<file path="config.mk">
export PLATFORM = sky130hd
export DESIGN_NAME = uart_rx_param
export DESIGN_NICKNAME = d
export VERILOG_FILES = /design/src/rtl/uart_rx_param_pkg.sv /design/src/rtl/uart_rx_fifo.sv /design/src/rtl/uart_rx_param.sv
export SDC_FILE = /design/constraint.sdc
export NUM_CORES = 1
export LEC_CHECK = 0
export ABC_AREA = 1
export BUFFER_PORTS_ARGS = -buffer_cell sky130_fd_sc_hd__buf_2
export CORE_ASPECT_RATIO = 1.2
export CORE_MARGIN = 8
export CORE_UTILIZATION = 54
export CTS_CLUSTER_DIAMETER = 50
export CTS_CLUSTER_SIZE = 10
export DETAILED_ROUTE_END_ITERATION = 10
export HOLD_SLACK_MARGIN = 0.1
export PLACE_DENSITY = 0.75
export SLEW_MARGIN = 10
export SYNTH_ARGS = -nofsm -noshare
export SYNTH_HDL_FRONTEND = slang
export SYNTH_HIERARCHICAL = 1
export SYNTH_SLANG_ARGS = --single-unit
</file>
<file path="constraint.sdc">
create_clock -name clk -period 2.2 [get_ports clk]
set_clock_uncertainty 0.05 [all_clocks]
set_input_delay 0.44 -clock clk [delete_from_list [all_inputs] [get_ports clk]]
set_output_delay 0.44 -clock clk [all_outputs]
set_load 0.02 [all_outputs]
</file>
<file path="src/rtl/uart_rx_param_pkg.sv">
// Shared definitions for the parametrised UART receiver: parity encodings and
// receiver FSM states.
package uart_rx_param_pkg;

  localparam int UART_PAR_NONE = 0;
  localparam int UART_PAR_EVEN = 1;
  localparam int UART_PAR_ODD  = 2;

  typedef enum logic [2:0] {
    StIdle,
    StStart,
    StData,
    StPar,
    StStop,
    StDone,
    StBrk
  } rx_state_e;

endpackage

</file>
<file path="src/rtl/uart_rx_fifo.sv">
// Synchronous show-ahead FIFO with occupancy count. A push into a full FIFO is
// accepted only when a pop happens in the same cycle.
module uart_rx_fifo #(
  parameter int unsigned Width = 8,
  parameter int unsigned Depth = 4
) (
  input  logic                       clk_i,
  input  logic                       rst_i,
  input  logic                       push_i,
  input  logic                       pop_i,
  input  logic [Width-1:0]           wr_data_i,
  output logic [Width-1:0]           rd_data_o,
  output logic                       empty_o,
  output logic                       full_o,
  output logic [$clog2(Depth+1)-1:0] count_o
);

  localparam int unsigned PtrW = $clog2(Depth);
  localparam int unsigned CntW = $clog2(Depth + 1);

  logic [Width-1:0] mem_q [Depth];
  logic [PtrW-1:0]  wr_ptr_q, rd_ptr_q;
  logic [CntW-1:0]  count_q;
  logic             do_push, do_pop;

  assign empty_o   = (count_q == '0);
  assign full_o    = (count_q == CntW'(Depth));
  assign do_pop    = pop_i && !empty_o;
  assign do_push   = push_i && (!full_o || do_pop);
  assign rd_data_o = mem_q[rd_ptr_q];
  assign count_o   = count_q;

  // Storage is cleared on reset so the head reads as zero afterwards.
  always_ff @(posedge clk_i or posedge rst_i) begin
    if (rst_i) begin
      mem_q    <= '{default: '0};
      wr_ptr_q <= '0;
      rd_ptr_q <= '0;
      count_q  <= '0;
    end else begin
      if (do_push) begin
        mem_q[wr_ptr_q] <= wr_data_i;
        wr_ptr_q        <= wr_ptr_q + PtrW'(1);
      end
      if (do_pop) begin
        rd_ptr_q <= rd_ptr_q + PtrW'(1);
      end
      count_q <= count_q + CntW'(do_push) - CntW'(do_pop);
    end
  end

endmodule

</file>
<file path="src/rtl/uart_rx_param.sv">
// Parametrised UART receiver: synchronised line, centre sampling, optional
// parity, 1-2 stop bits, sticky error flags and a receive FIFO.
module uart_rx_param
  import uart_rx_param_pkg::*;
#(
  parameter int DIV        = 16,
  parameter int DATA_W     = 8,
  parameter int PARITY     = 0,
  parameter int STOP_BITS  = 1,
  parameter int FIFO_DEPTH = 4
) (
  input  logic                            clk,
  input  logic                            reset,
  input  logic                            rx,
  input  logic                            rd_en,
  input  logic                            err_clr,
  output logic [DATA_W-1:0]               rd_data,
  output logic                            empty,
  output logic                            full,
  output logic [$clog2(FIFO_DEPTH+1)-1:0] count,
  output logic                            rx_busy,
  output logic                            rx_end,
  output logic                            parity_err,
  output logic                            frame_err,
  output logic                            overrun
);

  if (DIV < 4 || DATA_W < 5 || DATA_W > 8 || PARITY < 0 || PARITY > 2 || STOP_BITS < 1 ||
      STOP_BITS > 2 || FIFO_DEPTH < 2 || (FIFO_DEPTH & (FIFO_DEPTH - 1)) != 0) begin : g_bad_param
    $error("uart_rx_param: illegal parameter combination");
  end

  localparam int DivW = $clog2(DIV);
  localparam int IdxW = $clog2(DATA_W);
  localparam logic [DivW-1:0] DivLast = DivW'(DIV - 1);
  localparam logic [DivW-1:0] DivHalf = DivW'(DIV / 2 - 1);
  localparam logic [IdxW-1:0] IdxLast = IdxW'(DATA_W - 1);

  rx_state_e         state_q;
  logic              sync1_q, sync2_q, rx_prev_q, rx_s;
  logic [DivW-1:0]   div_cnt_q;
  logic [IdxW-1:0]   bit_idx_q;
  logic              stop_idx_q;
  logic [DATA_W-1:0] shift_q;
  logic              bad_par_q, bad_frame_q, busy_q;
  logic              par_err_q, frame_err_q, overrun_q;
  logic              done, local_ok, push;

  assign rx_s     = sync2_q;
  assign done     = (state_q == StDone);
  assign local_ok = !bad_par_q && !bad_frame_q;
  // A simultaneous pop frees the slot, so a full FIFO still accepts the frame.
  assign push     = done && local_ok && (!full || rd_en);

  assign rx_end     = push;
  assign rx_busy    = busy_q;
  assign parity_err = par_err_q;
  assign frame_err  = frame_err_q;
  assign overrun    = overrun_q;

  always_ff @(posedge clk or posedge reset) begin
    if (reset) begin
      sync1_q     <= 1'b1;
      sync2_q     <= 1'b1;
      rx_prev_q   <= 1'b1;
      state_q     <= StIdle;
      div_cnt_q   <= '0;
      bit_idx_q   <= '0;
      stop_idx_q  <= 1'b0;
      shift_q     <= '0;
      bad_par_q   <= 1'b0;
      bad_frame_q <= 1'b0;
      busy_q      <= 1'b0;
    end else begin
      sync1_q   <= rx;
      sync2_q   <= sync1_q;
      rx_prev_q <= rx_s;
      div_cnt_q <= div_cnt_q + DivW'(1);
      unique case (state_q)
        StIdle: begin
          if (rx_prev_q && !rx_s) begin
            state_q   <= StStart;
            div_cnt_q <= '0;
            busy_q    <= 1'b1;
          end
        end
        StStart: begin
          if (div_cnt_q == DivHalf) begin
            div_cnt_q <= '0;
            if (rx_s) begin
              state_q <= StIdle;
              busy_q  <= 1'b0;
            end else begin
              state_q     <= StData;
              bit_idx_q   <= '0;
              stop_idx_q  <= 1'b0;
              bad_par_q   <= 1'b0;
              bad_frame_q <= 1'b0;
            end
          end
        end
        StData: begin
          if (div_cnt_q == DivLast) begin
            div_cnt_q <= '0;
            shift_q   <= {rx_s, shift_q[DATA_W-1:1]};
            bit_idx_q <= bit_idx_q + IdxW'(1);
            if (bit_idx_q == IdxLast) begin
              state_q <= (PARITY != UART_PAR_NONE) ? StPar : StStop;
            end
          end
        end
        StPar: begin
          if (div_cnt_q == DivLast) begin
            div_cnt_q <= '0;
            bad_par_q <= ((^shift_q) ^ rx_s) != (PARITY == UART_PAR_ODD);
            state_q   <= StStop;
          end
        end
        StStop: begin
          if (div_cnt_q == DivLast) begin
            div_cnt_q  <= '0;
            stop_idx_q <= 1'b1;
            if (!rx_s) begin
              bad_frame_q <= 1'b1;
            end
            if (stop_idx_q == 1'(STOP_BITS - 1)) begin
              state_q <= StDone;
            end
          end
        end
        StDone, StBrk: begin
          // A line still low after the frame is a break: hold busy until it rises.
          if (rx_s) begin
            state_q <= StIdle;
            busy_q  <= 1'b0;
          end else begin
            state_q <= StBrk;
          end
        end
        default: state_q <= StIdle;
      endcase
    end
  end

  // Sticky flags: a set in the same cycle as err_clr takes priority.
  always_ff @(posedge clk or posedge reset) begin
    if (reset) begin
      par_err_q   <= 1'b0;
      frame_err_q <= 1'b0;
      overrun_q   <= 1'b0;
    end else begin
      par_err_q   <= (done && bad_par_q) || (par_err_q && !err_clr);
      frame_err_q <= (done && bad_frame_q) || (frame_err_q && !err_clr);
      overrun_q   <= (done && local_ok && full && !rd_en) || (overrun_q && !err_clr);
    end
  end

  uart_rx_fifo #(
    .Width(DATA_W),
    .Depth(FIFO_DEPTH)
  ) u_fifo (
    .clk_i    (clk),
    .rst_i    (reset),
    .push_i   (push),
    .pop_i    (rd_en),
    .wr_data_i(shift_q),
    .rd_data_o(rd_data),
    .empty_o  (empty),
    .full_o   (full),
    .count_o  (count)
  );

endmodule
</file>
==> out/metrics.yaml, run 1 <==
synthesis:
  synth-main-ff-cell: "dfrtp_1"
  syn_nets: 436
  netlist_area_um2: 3470
  synth-seq-cells: 67
  async_reset_ff_frac: 1.00
  synth_top_family_by_area: "simple AND/OR/NAND/NOR gates"
  synth-simple-area-share: 0.312
  synth_fa_ha_area_frac: 0.0346
  syn_avg_cell_area_um2: 8.23
  yosys_warnings: 6
  ys_seq_area_frac: 0.484
  synth_xor_area_frac: 0.0202
  synthDistinctLibCells: 30
  muxShareOfSynthArea: 0
  synthCells: 422
  synth-edff-count: 0
  synth-compound-area-share: 0.0699
clocking:
  postCtsSetupRepairBufs: 0
  numCtsBuffers: 9
  cts_tree: "built"
  cts_buffer_depth: 2
  clock-sinks: 67
  clockRootBuffer: "clkbuf_8"
  insertion_delay_ns: 0.33
  path_clk_slew_ns: 0.07
  cts_hold_buf: 0
  htreeDepth: 3
pwr:
  swShare: 0.433
  power.switching_mw: 1.86
  p_leak_nw: 2.04
  pwr_density_cell_nw_per_um2: 1120
  pwr-share-clk: 0.194
  internal_power_mw: 2.44
  seqPwrFrac: 0.358
  vdd_ir_drop_max_mv: 0.771
  share_comb_of_total_power: 0.448
floorplan:
  pin_count: 23
  fp.dieW_um: 89.2
  core.rowCount: 32
  core_area_um2: 6330
  die_h_um: 104
  die-area_um2: 9260
  initial_core_util: 0.549
hold_path:
  hold_class: "in -> async"
routing:
  drt_iter0_drc: 206
  finalWirelength_um: 7420
  via_per_inst: 5.37
  first_pass_iters: 4
  vias: 2896
  wl_per_cell_um: 13.8
  drc_errors: 0
  ant_nets: 0
sta:
  setup_slack_ns: 0.208
  rsz0062_at_grt: "false"
  fmax_mhz: 502
  hold_violations: 0
  period_share: 0.906
  tightest_slew_ns: 0.486
  min_period_ns: 1.99
  finalMaxSlewViolations: 0
  setup_viol: 0
  setup_tns_ns: 0
  relSlewSlack: 0.676
setup_path:
  r2r-start: "state_q[0]$_DFFE_PP0P_"
  reg2reg_depth: 8
  startpoint_type: "flip-flop"
  reg2reg_slack_ns: 0.24
  reg2reg_to: "u_fifo/mem_q[22]$_DFFE_PP0P_"
  crit_fanout: 11
  cp-endpoint: "rd_data[6]"
  cp.arrival_ns: 1.50
  endpoint_kind: "primary output"
  crit_start: "u_fifo/rd_ptr_q[1]$_DFFE_PP0N_"
  critPathKind: "reg -> out"
  critPathRequiredTime_ns: 1.71
placement:
  gp_congestion: 0.873
  io_buffers: 22
  dp_cells: 523
  post_dp_cell_area_um2: 3680
  dp_hpwl_um: 5220
  dp_slack_ns: 0.150
layout:
  final_common_cell: "nand2_1"
  post-route-util: 0.609
  fin_cells: 539
  nets: 463
  layout_common_cells: "nand2_1 (131), dfrtp_1 (64), inv_1 (32), nor2_1 (32), nand4_1 (32)"
  area_growth_pct: 10.9
  stdcell_area_um2: 3850
  drive_gt1_frac: 0.189
  n_antenna_cell: 0
status:
  status: "complete, no violations"
grt:
  grt_usage: 0.173
  grt_overflow_total: 0
  antenna_found_initial: 0
  grt_max_degree: 40
  grt_pass1_wl_um: 12800
  grt_pass1_vias: 2857
job:
  max_cap_viol_count: 0
final cells by class:
| type | count | area, um2 |
|---|---|---|
| inverter | 40 | 150 |
| fill | 593 | 2470 |
| tap | 85 | 106 |
| clock buffer | 13 | 139 |
| clock inverter | 3 | 15.0 |
| timing repair buffer | 34 | 200 |
| sequential | 67 | 1680 |
| multi-input combinational | 297 | 1560 |
per-layer routing:
metal	up-vias	track usage	wire (um)	share of wire
met5	-	0	0	0
met4	0	0.0751	142	0.019
met3	13	0.0372	316	0.043
met2	61	0.292	3920	0.53
met1	1392	0.201	3040	0.41
li1	1430	-	-	-
synth_stat cells (all sizes together), types with 3 or more instances:
master | n | area, um2
ha | 8 | 100
nand2 | 135 | 517
xor2 | 4 | 35.0
dfstp | 3 | 78.8
inv | 40 | 150
nor2 | 41 | 179
nand4 | 32 | 200
clkbuf | 3 | 11.3
nand3 | 22 | 125
o21ai | 30 | 158
dfrtp | 64 | 1600
buf | 15 | 114
o22ai | 12 | 75.1
xnor2 | 4 | 35.0
nor3 | 5 | 57.6
cell families (layout without fill, tap and decap cells):
group,after synthesis,count (layout)
AO/OA/AOI/OAI,44,44
XOR/XNOR,8,8
adder cells (fa/ha/maj),9,9
buffers and inverters,58,90
flip-flops,67,67
AND/OR/NAND/NOR,236,236
critical path, stage by stage, from the launching register on:
cell and delay, ns:
dfrtp_1 0.51, inv_2 0.19, o21ai_0 0.13, o22ai_1 0.14, buf_2 0.19
flip-flops by register name (all words and copies together), names as in the netlist, 2 cells and up:
signal           flops
u_fifo/wr_ptr_q      2
u_fifo/count_o       3
state_q              3
u_fifo/rd_ptr_q      2
shift_q              8
div_cnt_q            4
u_fifo/mem_q        32
bit_idx_q            3
power groups by stage:
stage / Sequential, mW / Clock [mW] / Combinational, mW
floorplan: 1.58 / 0 / 1.43
global placement: 1.55 / 0 / 1.88
detailed placement: 1.56 / 0 / 1.93
CTS: 1.54 / 0.861 / 1.93
global route: 1.57 / 0.912 / 2.14
finish: 1.54 / 0.834 / 1.93
how the worst min path moves through the flow:
stage                     cells after the start  slack (ns)                   end              start
after floorplan                               0        0.30        rx_s$_DFF_PP1_  sync1_q$_DFF_PP1_
after global placement                        0        0.30        rx_s$_DFF_PP1_  sync1_q$_DFF_PP1_
after detailed placement                      0        0.30        rx_s$_DFF_PP1_  sync1_q$_DFF_PP1_
after CTS                                     3        0.12  parity_err$_DFF_PP0_              reset
after global routing                          1        0.13     sync1_q$_DFF_PP1_                 rx
final                                         3        0.12  parity_err$_DFF_PP0_              reset
stage by stage:
stage,hold slack [ns],power (mW)
after floorplan,0.295,3.00
after global routing,0.130,4.62
after CTS,0.116,4.33
after global placement,0.296,3.44
final,0.123,4.30
after detailed placement,0.298,3.49
what timing repair did:
item / in CTS / in global routing
endpoints found under the hold margin: 0 / 0
gates resized for setup: 0 / 4
setup endpoints to repair: 0 / 25
(Power assumes the default switching activity.)
==> run 2, diff against run 1 <==
Clock period 2.2 ns to 1.6 ns, I/O delays scaled along.
==> run 2 against run 1 <==
The flow now finishes with violations (setup timing). Clock-buffer cell count is 1 higher. Register-to-register slack worse by 0.59 ns. Sequential share of layout area is 9.4 points lower. Total power up 87%. Clock power up 56%. Combinational power increased by 140%. Non-clock buffer count rose by 48. Worst setup slack worse by 0.58 ns. Die area unchanged. Critical endpoint is now rx_end. Highest routed layer unchanged.
==> out/metrics.yaml, run 2 (synthesized netlist as in run 1, its figures left out) <==
sta:
  setup_tns_ns: -8.53
  fmax_mhz: 507
  relSlewSlack: 0.669
  rsz0062_at_grt: "true"
  period_share: 1.23
  setup_slack_ns: -0.372
  tightest_slew_ns: 0.497
  setup_viol: 47
  min_period_ns: 1.97
  hold_violations: 0
  finalMaxSlewViolations: 0
setup_path:
  startpoint_type: "flip-flop"
  slowest_delay_ns: 0.37
  r2r-start: "state_q[0]$_DFFE_PP0P_"
  crit_start: "state_q[0]$_DFFE_PP0P_"
  critical_path.top_delay_family: "buffers and inverters"
  crit_slowest_cell: "dfrtp_1"
  critPathRequiredTime_ns: 1.23
  endpoint_kind: "primary output"
  crit_fanout: 3
  cp.arrival_ns: 1.60
  cp_num_buf_inv: 4
  path_cells: "inv_2 -> nor3_4 -> nand3_2 -> a21oi_4 -> buf_6 -> buf_12 -> buf_8"
  critPathKind: "reg -> out"
grt:
  grt_pass1_wl_um: 14300
  grt_max_degree: 40
  grt_overflow_total: 0
  antenna_found_initial: 0
  grt_usage: 0.200
  grt_pass1_vias: 3117
floorplan:
  core_area_um2: 6330
  initial_core_util: 0.549
  core.rowCount: 32
  fp.dieW_um: 89.2
  die-area_um2: 9260
  pin_count: 23
  die_h_um: 104
job:
  max_cap_viol_count: 0
clocking:
  clockRootBuffer: "clkbuf_8"
  clock-sinks: 67
  path_clk_slew_ns: 0.07
  cts_buffer_depth: 2
  numCtsBuffers: 9
  insertion_delay_ns: 0.36
  htreeDepth: 3
  cts_tree: "built"
layout:
  largest_register_ffs: 32
  n_antenna_cell: 0
  nets: 511
  stdcell_area_um2: 4920
  drive_gt1_frac: 0.440
  final_common_cell: "nand2_1"
  layout_common_cells: "nand2_1 (88), dfrtp_1 (61), buf_4 (42)"
  regMostFlops: "u_fifo/mem_q"
  largestRegisters: "u_fifo/mem_q: 32 flops, shift_q: 8 flops, div_cnt_q: 4 flops"
  area_growth_pct: 41.5
  fin_cells: 587
  post-route-util: 0.777
status:
  violations: "setup timing"
  status: "complete, but fails checks"
placement:
  dp_hpwl_um: 5420
  dp_cells: 539
  io_buffers: 22
  gp_congestion: 0.837
  dp_slack_ns: -0.375
  post_dp_cell_area_um2: 3810
pwr:
  p_leak_nw: 2.41
  pwr_density_cell_nw_per_um2: 1640
  vdd_ir_drop_max_mv: 1.19
routing:
  ant_nets: 0
  finalWirelength_um: 9890
  via_per_inst: 5.53
  wl_per_cell_um: 16.9
  drc_errors: 0
  vias: 3249
  drt_iter0_drc: 264
  first_pass_iters: 4
hold_path:
  hold_class: "in -> reg"
  holdCritStartpoint: "err_clr"
==> run 2: cell count changes in the layout (fill, tap and decap cells not counted), sizes merged <==
cell,delta
clkbuf,+2
clkinv,-2
clkinvlp,+1
dlygate4sd3,+2
bufbuf,+1
buf,+44
==> run 2: path summary, 6_finish.rpt <==
check                                                   end  slack [ns]  cells after the start
min in group asynchronous              parity_err$_DFF_PP0_        0.57                      4
max in group asynchronous       u_fifo/count_o[0]$_DFF_PP0_        0.52                      4
worst max register to register  u_fifo/count_o[2]$_DFF_PP0_       -0.35                      9
worst max-delay path                                 rx_end       -0.37                      7
worst min register to register               rx_s$_DFF_PP1_        0.31                      0
worst min-delay path                      overrun$_DFF_PP0_        0.13                      2
==> run 2: layout make-up <==
class / instances / area [um2]
clock buffers: 14 / 163
clock inverters: 2 / 12.5
fillers: 390 / 1410
inverters: 40 / 155
multi-input cells: 297 / 2010
flip-flops and latches: 67 / 1680
well taps: 85 / 106
repair buffers: 82 / 783
==> run 2: timing repair <==
action | 4_1_cts | 5_1_grt
buffers inserted | 18 | 14
pin swaps | 6 | 25
endpoints found under the hold margin | 65 | 0
cloned | 3 | 1
gates resized for setup | 78 | 113
setup endpoints to repair | 47 | 58
hold buffers | 2 | 0
==> run 2: per-layer routing <==
metal  share of wire  routed length (um)  vias to the layer above  track usage
met1            0.37                3680                     1578        0.217
li1                -                   -                     1541            -
met5               0                   0                        -            0
met4           0.040                 393                        0        0.122
met2            0.55                5460                       98        0.349
met3           0.036                 356                       32       0.0292
==> run 2: power breakdown <==
group | total [mW] | internal, mW | switching [mW]
sequential | 2.16 | 1.92 | 0.242
clock | 1.30 | 0.647 | 0.650
combinational | 4.60 | 2.10 | 2.50
==> run 2: worst reg2reg max path, cell delays in order (launching register included) <==
cell	delay, ns
dfrtp_1	0.37
inv_2	0.06
nor3_4	0.19
nand3_2	0.11
a21oi_4	0.18
or2_4	0.17
nand2_4	0.05
ha_4	0.15
fa_2	0.36
xnor2_2	0.15
==> run 2: stage by stage <==
stage / total power, mW / hold slack (ns)
2_1_floorplan: 4.14 / 0.274
3_3_place_gp: 4.84 / 0.296
3_5_place_dp: 4.95 / 0.299
4_1_cts: 7.13 / 0.120
5_1_grt: 8.47 / 0.125
6_report: 8.06 / 0.126
